$ cat config.mk
export PLATFORM = sky130hd
export DESIGN_NAME = ebus_lane_arbiter
export DESIGN_NICKNAME = d
export VERILOG_FILES = /design/src/rtl/ebus_pkg.sv /design/src/rtl/ebus_lane_sel.sv /design/src/rtl/ebus_lane_arbiter.sv
export SDC_FILE = /design/constraint.sdc
export NUM_CORES = 1
export LEC_CHECK = 0
export ABC_AREA = 0
export BUFFER_PORTS_ARGS = -buffer_cell sky130_fd_sc_hd__buf_2
export CORE_AREA = 2 2 574 576
export CTS_BUF_LIST = sky130_fd_sc_hd__clkbuf_16
export DETAILED_ROUTE_END_ITERATION = 8
export DIE_AREA = 0 0 576 578
export PLACE_DENSITY = 0.3
export REMOVE_ABC_BUFFERS = 1
export SLEW_MARGIN = 20
export SYNTH_ARGS = -nofsm -noshare
export SYNTH_HDL_FRONTEND = slang
export SYNTH_SLANG_ARGS = --single-unit
$ cat constraint.sdc
create_clock -name clk -period 3.7 [get_ports clk]
set_clock_uncertainty 0.15 [all_clocks]
set_input_delay 0.74 -clock clk [delete_from_list [all_inputs] [get_ports clk]]
set_output_delay 0.74 -clock clk [all_outputs]
set_load 0.01 [all_outputs]
$ cat src/rtl/ebus_pkg.sv
// Shared EBUS constants, lane slice type and lane boundary helpers.
package ebus_pkg;

  localparam int EBUS_WIDTH  = 36;
  localparam int EBUS_NLANE  = 6;
  localparam int EBUS_LANE_W = EBUS_WIDTH / EBUS_NLANE;

  // One lane's worth of EBUS data, bit 0 = most significant as on the backplane.
  typedef logic [0:EBUS_LANE_W-1] tEBUSlane;

  // First EBUS bit index of lane k.
  function automatic int lane_lo(input int k, input int lw = EBUS_LANE_W);
    return k * lw;
  endfunction

  // Last EBUS bit index of lane k.
  function automatic int lane_hi(input int k, input int lw = EBUS_LANE_W);
    return k * lw + lw - 1;
  endfunction

endpackage

$ cat src/rtl/ebus_lane_sel.sv
// Fixed-priority encoder for one EBUS lane: lowest requesting channel wins.
module ebus_lane_sel
  import ebus_pkg::*;
#(
  parameter  int NDRV = 32,
  localparam int IW   = $clog2(NDRV)
) (
  input  logic [NDRV-1:0] req_i,
  output logic [IW-1:0]   win_o,
  output logic            any_o,
  output logic            multi_o
);

  // Scan from the top down so the lowest requesting index is left in win_o.
  always_comb begin
    win_o = '0;
    for (int i = NDRV - 1; i >= 0; i--) begin
      if (req_i[i]) win_o = IW'(i);
    end
  end

  assign any_o   = |req_i;
  // Clearing the lowest set bit leaves something only if two or more requested.
  assign multi_o = |(req_i & (req_i - NDRV'(1)));

endmodule

$ cat src/rtl/ebus_lane_arbiter.sv
// Registered per-lane EBUS merge with sticky contention capture and stuck-driver watchdog.
module ebus_lane_arbiter
  import ebus_pkg::*;
#(
  parameter  int NDRV      = 32,
  parameter  int WIDTH     = EBUS_WIDTH,
  parameter  int NLANE     = EBUS_NLANE,
  parameter  int TIMEOUT   = 255,
  parameter  int IDLE_HOLD = 0,
  localparam int IW        = $clog2(NDRV),
  localparam int LW        = WIDTH / NLANE,
  localparam int CW        = $clog2(TIMEOUT + 2)
) (
  input  logic                          clk,
  input  logic                          crobar_l,
  input  logic [NDRV-1:0]               drv_driving,
  input  logic [NDRV-1:0][0:WIDTH-1]    drv_data,
  input  logic [NDRV-1:0][0:NLANE-1]    drv_lane_en,
  output logic [0:WIDTH-1]              ebus_data,
  output logic                          ebus_valid,
  output logic [0:NLANE-1][IW-1:0]      lane_owner,
  output logic                          contention,
  output logic [NDRV-1:0]               contention_map,
  output logic                          stuck,
  output logic [IW-1:0]                 stuck_owner,
  input  logic                          err_clr
);

  logic [0:NLANE-1][NDRV-1:0] lane_req;
  logic [0:NLANE-1][IW-1:0]   lane_win;
  logic [0:NLANE-1]           lane_any;
  logic [0:NLANE-1]           lane_multi;

  logic [0:WIDTH-1]         data_d, data_q;
  logic                     valid_d, valid_q;
  logic [0:NLANE-1][IW-1:0] owner_d, owner_q;
  logic                     cont_d, cont_q;
  logic [NDRV-1:0]          map_d, map_q;
  logic                     stuck_d, stuck_q;
  logic [IW-1:0]            stuck_own_d, stuck_own_q;
  logic [CW-1:0]            cnt_d, cnt_q;
  logic [IW-1:0]            wd_owner_d, wd_owner_q;
  logic                     wd_any;
  logic                     cont_ev;
  logic [NDRV-1:0]          map_ev;
  logic                     stuck_ev;

  // Build each lane's request set from the drive strobes and lane enables.
  always_comb begin
    lane_req = '0;
    for (int k = 0; k < NLANE; k++) begin
      for (int i = 0; i < NDRV; i++) begin
        lane_req[k][i] = drv_driving[i] & drv_lane_en[i][k];
      end
    end
  end

  for (genvar g = 0; g < NLANE; g++) begin : g_lane
    ebus_lane_sel #(.NDRV(NDRV)) u_sel (
      .req_i   (lane_req[g]),
      .win_o   (lane_win[g]),
      .any_o   (lane_any[g]),
      .multi_o (lane_multi[g])
    );
  end

  // Merge winning slices; idle lanes either clear or keep their last value.
  always_comb begin
    data_d  = (IDLE_HOLD != 0) ? data_q  : '0;
    owner_d = (IDLE_HOLD != 0) ? owner_q : '0;
    for (int k = 0; k < NLANE; k++) begin
      if (lane_any[k]) begin
        data_d[lane_lo(k, LW) +: LW] = drv_data[lane_win[k]][lane_lo(k, LW) +: LW];
        owner_d[k]                   = lane_win[k];
      end
    end
    valid_d = |lane_any;
  end

  // Contention capture: a new event always sets, and reloads the map unless one is already latched.
  always_comb begin
    cont_ev = |lane_multi;
    map_ev  = '0;
    for (int k = 0; k < NLANE; k++) begin
      if (lane_multi[k]) map_ev = map_ev | lane_req[k];
    end
    cont_d = cont_q;
    map_d  = map_q;
    if (err_clr) begin
      cont_d = 1'b0;
      map_d  = '0;
    end
    if (cont_ev) begin
      cont_d = 1'b1;
      if (!cont_q || err_clr) map_d = map_ev;
    end
  end

  // Watchdog: count how long the overall highest-priority driver has held the bus.
  always_comb begin
    wd_owner_d = '0;
    for (int i = NDRV - 1; i >= 0; i--) begin
      if (drv_driving[i]) wd_owner_d = IW'(i);
    end
    wd_any = |drv_driving;
    cnt_d  = cnt_q;
    if (!wd_any) begin
      cnt_d = '0;
    end else if (cnt_q == '0 || wd_owner_d != wd_owner_q) begin
      cnt_d = CW'(1);
    end else if (cnt_q < CW'(TIMEOUT + 1)) begin
      cnt_d = cnt_q + CW'(1);
    end
    stuck_ev    = (cnt_q == CW'(TIMEOUT + 1));
    stuck_d     = stuck_q;
    stuck_own_d = stuck_own_q;
    if (err_clr) begin
      stuck_d     = 1'b0;
      stuck_own_d = '0;
    end
    if (stuck_ev && (!stuck_q || err_clr)) begin
      stuck_d     = 1'b1;
      stuck_own_d = wd_owner_q;
    end else if (stuck_ev) begin
      stuck_d = 1'b1;
    end
  end

  // All state registers; crobar drops everything immediately.
  always_ff @(posedge clk or negedge crobar_l) begin
    if (!crobar_l) begin
      data_q      <= '0;
      valid_q     <= 1'b0;
      owner_q     <= '0;
      cont_q      <= 1'b0;
      map_q       <= '0;
      stuck_q     <= 1'b0;
      stuck_own_q <= '0;
      cnt_q       <= '0;
      wd_owner_q  <= '0;
    end else begin
      data_q      <= data_d;
      valid_q     <= valid_d;
      owner_q     <= owner_d;
      cont_q      <= cont_d;
      map_q       <= map_d;
      stuck_q     <= stuck_d;
      stuck_own_q <= stuck_own_d;
      cnt_q       <= cnt_d;
      wd_owner_q  <= wd_owner_d;
    end
  end

  assign ebus_data      = data_q;
  assign ebus_valid     = valid_q;
  assign lane_owner     = owner_q;
  assign contention     = cont_q;
  assign contention_map = map_q;
  assign stuck          = stuck_q;
  assign stuck_owner    = stuck_own_q;

endmodule

==> results_dict.tcl, run 1 <==
set metrics [dict create \
    dieArea_mm2 0.333 \
    fin_crit_ns 3.99 \
    regToRegEndpoint "cnt_q[7]$_DFFE_PN0P_" \
    drv_cap 0 \
    grt_pass1_vias 38600 \
    cts_buffers 25 \
    grt_max_degree 62 \
    port_buffers 1484 \
    power.internal_uw 6170 \
    rsz0062_at_grt "yes" \
    hold_slack_ns 0.217 \
    wl_per_cell_um 31.7 \
    grt_antenna_before_repair 287 \
    power_uw 11700 \
    areaGrowthSynthToFinish_pct 115 \
    cts.htree.levels 4 \
    cp_slowest_cell "o41a_1" \
    placed_cell_area_mm2 0.0429 \
    yosys_warnings 0 \
    cp-start-kind "primary input" \
    cts_buffer_depth 3 \
    cts_sinks 120 \
    synth.avg_cell_area_um2 7.01 \
    core_mm2 0.326 \
    syn_inst 3111 \
    p_clk_frac 0.195 \
    worst_slack_ns -0.289 \
    ios 1485 \
    grt_overflow_total 0 \
    chipHeight_um 578 \
    dp_hpwl_um 286000 \
    fin_nets 7003 \
    synth_area_mm2 0.0218 \
    p_per_area_mw_per_mm2 250 \
    fin_area_mm2 0.0469 \
    fin_crit_sh 1.08 \
    first_iter_violations 3226 \
    hold_class "in2reg" \
    slew_headroom 0.241 \
    worst-setup-path-type "in2reg" \
    path_delay_family "buffers and inverters" \
    rows 210 \
    clockRootBuffer "clkbuf_16" \
    power_leakage_uw 0.0215 \
    dr_total_vias 38600 \
    power_frac_seq 0.137 \
    synth_ff_type "dfrtp_1" \
    ant_nets 0 \
    cp_max_fo 5 \
    dp.cells 9838 \
    peakVddDrop_mv 0.283 \
    viasPerCell 3.84 \
    cts_tree "built" \
    layout.cells.non_filler 10000 \
    timing.critical_path.buf_inv 8 \
    setup.worst_path.end "contention_map[28]$_DFF_PN0_" \
    reg2reg_depth 10 \
    first_pass_iters 8 \
    worst_slew_pin_slew_ns 1.13 \
    timing.rr.start "cnt_q[0]$_DFFE_PN0P_" \
    critPathLaunch "drv_lane_en[106]" \
    ys_types 97 \
    async_flop_share 1.00 \
    path_depth 17 \
    insertion_delay_ns 0.59 \
    die_w_um 576 \
    drt_wl_total_um 318000 \
    grt_pass1_wl_um 396000 \
    arrival_ns 4.29 \
    drive_above_1_share 0.561 \
    combPwrFrac 0.668 \
    endpoint_kind "flop" \
    grt_use_total 0.181 \
    max_freq_ghz 0.251 \
    final_max_slew_viol_count 0 \
    hold_violations 0 \
    synth-edff-count 0 \
    final_util 0.144 \
    ys_seq_area_frac 0.138 \
    start_util 0.0668 \
    violations "negative setup slack" \
    worstPathRequired_ns 4.00 \
    gp_congestion 0.911 \
    synth-seq-cells 120 \
    status "finished with violations" \
    swShare 0.474 \
    finalSetupViolCount 44 \
    slowest_delay_ns 0.41 \
    crit_path_cell_trace "buf_2 > a22oi_2 > buf_6 > o211ai_1 > a21oi_4 > nand4_1 > buf_4 > nor4_4 > buf_4 > nand4b_1 > buf_4 > or3_4 > o41a_1 > buf_6 > buf_12 > buf_12 > mux2i_1" \
    drc 0 \
    critPathMostFrequentCell "buf_4" \
    hold-path-cell-count 2 \
    p_switching_uw 5570 \
    clkTransAtPathRegs_ns 0.07 \
    r2r_slack_ns 1.05 \
]
flip-flops by register name (all words and copies together) (netlist names):
register        cells
cnt_q               9
contention          1
contention_map     32
ebus_data          36
ebus_valid          1
lane_owner         30
stuck               1
stuck_owner         5
wd_owner_q          5
worst min-delay path by stage:
stage                                      start                           end
global placement    contention_map[10]$_DFF_PN0_  contention_map[10]$_DFF_PN0_
floorplan                               crobar_l          cnt_q[0]$_DFFE_PN0P_
global route                             err_clr             stuck$_DFFE_PN0P_
detailed placement  contention_map[31]$_DFF_PN0_  contention_map[31]$_DFF_PN0_
CTS                                      err_clr             stuck$_DFFE_PN0P_
finish                                   err_clr             stuck$_DFFE_PN0P_
cell usage after synthesis, types with 25 or more instances:
library cell	count	area, µm²
nand4_1	68	425
o22ai_1	63	394
a31oi_1	112	701
dfrtp_1	120	3000
a22oi_1	111	833
a211oi_1	34	255
clkbuf_1	145	544
nor2_1	211	792
a222oi_1	53	531
buf_1	41	154
and3_1	25	156
o21ai_0	80	400
nand3_1	143	716
a21oi_1	106	531
mux2_2	110	1240
mux2i_1	329	3290
nand2_1	707	2650
nor3_1	33	165
o211ai_1	44	330
a32oi_1	38	333
inv_1	30	113
a22o_1	51	447
nor4_1	30	188
and2_1	41	257
buf_2	30	150
worst reg2reg max path: stages (launching register included):
cell and delay (ns):
dfrtp_1 0.40, inv_1 0.09, ha_1 0.14, or4b_2 0.60, or4_1 0.41, o21ai_0 0.21
a2111oi_0 0.09, nand4_1 0.12, buf_4 0.18, buf_4 0.12, nor2_1 0.03
metrics by stage:
step                TNS, ns  setup slack, ns
global route         -10.37           -0.354
finish                -7.83           -0.289
detailed placement   -84.75            -2.10
CTS                   -3.23           -0.227
floorplan           -116.16            -4.05
global placement     -87.44            -2.06
cells in the final DEF (no fill, tap or decap), types with 68 or more instances in the layout:
| cell type | count |
|---|---|
| mux2i_1 | 301 |
| nand4_1 | 68 |
| nand3_1 | 129 |
| mux2_2 | 107 |
| buf_6 | 70 |
| o21ai_0 | 70 |
| a31oi_1 | 99 |
| nor2_1 | 197 |
| a22oi_1 | 77 |
| buf_4 | 1085 |
| dfrtp_1 | 120 |
| buf_2 | 1456 |
| a21oi_1 | 93 |
| nand2_1 | 684 |
routing by layer:
layer	up-vias	wire (µm)	global-route usage
met5	-	619	0
met4	94	7820	0.0301
met3	570	25600	0.0496
met2	2186	158000	0.331
met1	18600	126000	0.211
li1	17100	-	-
power groups by stage:
stage | logic [µW] | registers (µW) | clock network (µW)
finish | 7840 | 1610 | 2290
global route | 8340 | 1620 | 2470
CTS | 7610 | 1610 | 2490
detailed placement | 7210 | 1640 | 0
global placement | 7220 | 1640 | 0
floorplan | 2580 | 1640 | 0
kinds of logic (layout without fill, tap and decap cells):
kind of cell	count (synthesis)	after routing	share of synthesized area
compound gates	929	929	0.317
xor+xnor	9	9	0.00362
fa+ha+maj	9	9	0.00436
buf+inv	261	2777	0.0498
flops	120	120	0.138
mux	444	444	0.213
other cells	0	63	0
simple gates	1339	1339	0.274
timing repair:
action | 4_1_cts | 5_1_grt
pin swaps | 106 | 133
hold buffers | 1 | 0
setup endpoints to repair | 67 | 72
setup buffers | 59 | 45
gates cloned | 11 | 6
resized for setup | 252 | 211
endpoints found under the hold margin | 25 | 0
layout make-up:
| type | instances | area [µm²] |
|---|---|---|
| multi-input cells | 2730 | 19300 |
| clock inverters | 7 | 31.3 |
| well taps | 4346 | 5440 |
| repair buffers | 2707 | 18100 |
| repair inverters | 2 | 25.0 |
| diodes | 63 | 158 |
| clock buffers | 25 | 626 |
| inverters | 36 | 170 |
| flip-flops and latches | 120 | 3000 |
| fillers | 38000 | 279000 |
No activity file was read; power rests on OpenSTA's default activity.
==> run 2, diff against run 1 <==
--- a/config.mk
+++ b/config.mk
@@ -13,6 +13,7 @@
 export DIE_AREA = 0 0 576 578
 export PLACE_DENSITY = 0.3
 export REMOVE_ABC_BUFFERS = 1
+export SKIP_CTS_REPAIR_TIMING = 1
 export SLEW_MARGIN = 20
 export SYNTH_ARGS = -nofsm -noshare
 export SYNTH_HDL_FRONTEND = slang
==> run 2 against run 1 <==
The run still ends with negative setup slack left; global-route usage is 0.18 points lower; final cell count is 0.37% lower; die area unchanged; hold slack hardly changed; clock power hardly changed; sequential power hardly changed; setup slack lost 0.048 ns; sequential cell count unchanged; utilization fell by 0.18 points; non-clock buffer count fell by 26; critical path type unchanged; sequential share of layout area increased by 0.080 points; fmax shrank 1.2%.
==> results_dict.tcl, run 2 (synthesis gave the netlist of run 1 again) <==
set metrics [dict create \
    slowest_delay_ns 0.52 \
    ios 1485 \
    placed_cell_area_mm2 0.0429 \
    setup_tns_ns -9.90 \
    critPathMostFrequentCell "buf_4" \
    crit_path_cell_trace "buf_8 > buf_8 > a22oi_2 > buf_6 > buf_6 > a31oi_4 > a21oi_4 > nand4_1 > buf_4 > nor4_4 > buf_4 > nand4b_1 > buf_4 > or3_4 > o41a_4 > buf_12 > buf_12 > mux2i_1" \
    endpoint_kind "flop" \
    port_buffers 1484 \
    first_iter_violations 3001 \
    drt_wl_total_um 317000 \
    wl_per_cell_um 31.7 \
    dp_hpwl_um 286000 \
    cts_buffers 25 \
    drc 0 \
    hold_violations 0 \
    clockRootBuffer "clkbuf_16" \
    hold_path_startpoint "err_clr" \
    clkTransAtPathRegs_ns 0.07 \
    p_per_area_mw_per_mm2 251 \
    start_util 0.0668 \
    ant_nets 0 \
    worst_slew_pin_slew_ns 1.03 \
    power_uw 11600 \
    rows 210 \
    slew_headroom 0.309 \
    layout.cells.non_filler 9999 \
    dr_total_vias 38300 \
    timing.rr.start "cnt_q[0]$_DFFE_PN0P_" \
    cp_max_fo 6 \
    cp-start-kind "primary input" \
    hold_class "in2reg" \
    worstPathRequired_ns 4.00 \
    reg2reg_depth 10 \
    fin_crit_ns 4.04 \
    dieArea_mm2 0.333 \
    gp_congestion 0.911 \
    largest_register_ffs 36 \
    violations "negative setup slack" \
    dp.cells 9838 \
    core_mm2 0.326 \
    r2r_slack_ns 1.06 \
    drive_above_1_share 0.553 \
    viasPerCell 3.83 \
    chipHeight_um 578 \
    cts_tree "built" \
    worst_slack_ns -0.337 \
    grt_pass1_vias 38000 \
    die_w_um 576 \
    final_common_cell "buf_2" \
    power_leakage_uw 0.0213 \
    cts_buffer_depth 3 \
    arrival_ns 4.33 \
    status "finished with violations" \
    grt_use_total 0.179 \
    areaGrowthSynthToFinish_pct 113 \
    grt_pass1_wl_um 392000 \
    hold_path_end "stuck$_DFFE_PN0P_" \
    insertion_delay_ns 0.58 \
    most-common-layout-cells "buf_2, buf_4, nand2_1, mux2i_1, nor2_1" \
    cp_slowest_cell "o41a_4" \
    fin_nets 6977 \
    cts.htree.levels 4 \
    hold-path-cell-count 2 \
    fin_area_mm2 0.0463 \
    worst-setup-path-type "in2reg" \
    finalSetupViolCount 40 \
    nFillCells 38000 \
    final_util 0.142 \
    grt_antenna_before_repair 287 \
    final_max_slew_viol_count 0 \
    grt_max_degree 62 \
    max_freq_ghz 0.248 \
    drv_cap 0 \
    first_pass_iters 6 \
    grt_overflow_total 0 \
    rsz0062_at_grt "yes" \
    cts_sinks 120 \
    peakVddDrop_mv 0.283 \
    regToRegEndpoint "cnt_q[7]$_DFFE_PN0P_" \
    fin_crit_sh 1.09 \
]
-- run 2: final cells by class --
| type | count | area [µm²] | share of cell area |
|---|---|---|---|
| clock inverter | 7 | 31.3 | 0.000675 |
| inverter | 36 | 168 | 0.00362 |
| timing repair inverter | 2 | 31.3 | 0.000675 |
| sequential | 120 | 3000 | 0.0648 |
| timing repair buffer | 2681 | 17800 | 0.384 |
| antenna | 52 | 130 | 0.00281 |
| clock buffer | 25 | 626 | 0.0135 |
| multi-input combinational | 2730 | 19100 | 0.413 |
| tap | 4346 | 5440 | 0.117 |
-- run 2: worst max-delay path by stage --
| stage | start | end | slack (ns) | depth (start not counted) |
|---|---|---|---|---|
| CTS | drv_driving[21] | ebus_data[11]$_DFF_PN0_ | -1.45 | 19 |
| detailed placement | drv_driving[21] | ebus_data[11]$_DFF_PN0_ | -2.10 | 19 |
| floorplan | drv_lane_en[24] | ebus_data[33]$_DFF_PN0_ | -4.05 | 7 |
| global placement | drv_driving[21] | ebus_data[11]$_DFF_PN0_ | -2.06 | 19 |
| finish | drv_driving[21] | contention_map[28]$_DFF_PN0_ | -0.34 | 18 |
| global route | drv_driving[27] | ebus_data[11]$_DFF_PN0_ | -0.50 | 16 |
-- run 2: per-layer routing --
metal / routed length [µm] / up-vias / track usage
met1: 125000 / 18400 / 0.209
met3: 25700 / 589 / 0.0501
met4: 8260 / 98 / 0.0289
met5: 636 / - / 0
li1: - / 17000 / -
met2: 157000 / 2157 / 0.327
-- run 2: report_power, final --
group / total [µW] / internal, µW / switching [µW] / leakage, µW
clock: 2300 / 1210 / 1090 / 0.000320
sequential: 1610 / 1480 / 128 / 0.00149
combinational: 7730 / 3410 / 4310 / 0.0195
total: 11600 / 6100 / 5530 / 0.0213
-- run 2: metrics by stage --
| step | setup WS (ns) | hold slack, ns |
|---|---|---|
| 4_1_cts | -1.45 | -0.0372 |
| 2_1_floorplan | -4.05 | 0.294 |
| 3_3_place_gp | -2.06 | 0.338 |
| 3_5_place_dp | -2.10 | 0.336 |
| 5_1_grt | -0.498 | 0.181 |
| 6_report | -0.337 | 0.217 |
-- run 2: critical path: cells and delay by family --
kind / cells / cell delay, ns
buffers and inverters: 9 / 1.40
AO/OA/AOI/OAI: 4 / 1.02
AND/OR/NAND/NOR: 4 / 1.02
multiplexers: 1 / 0.11
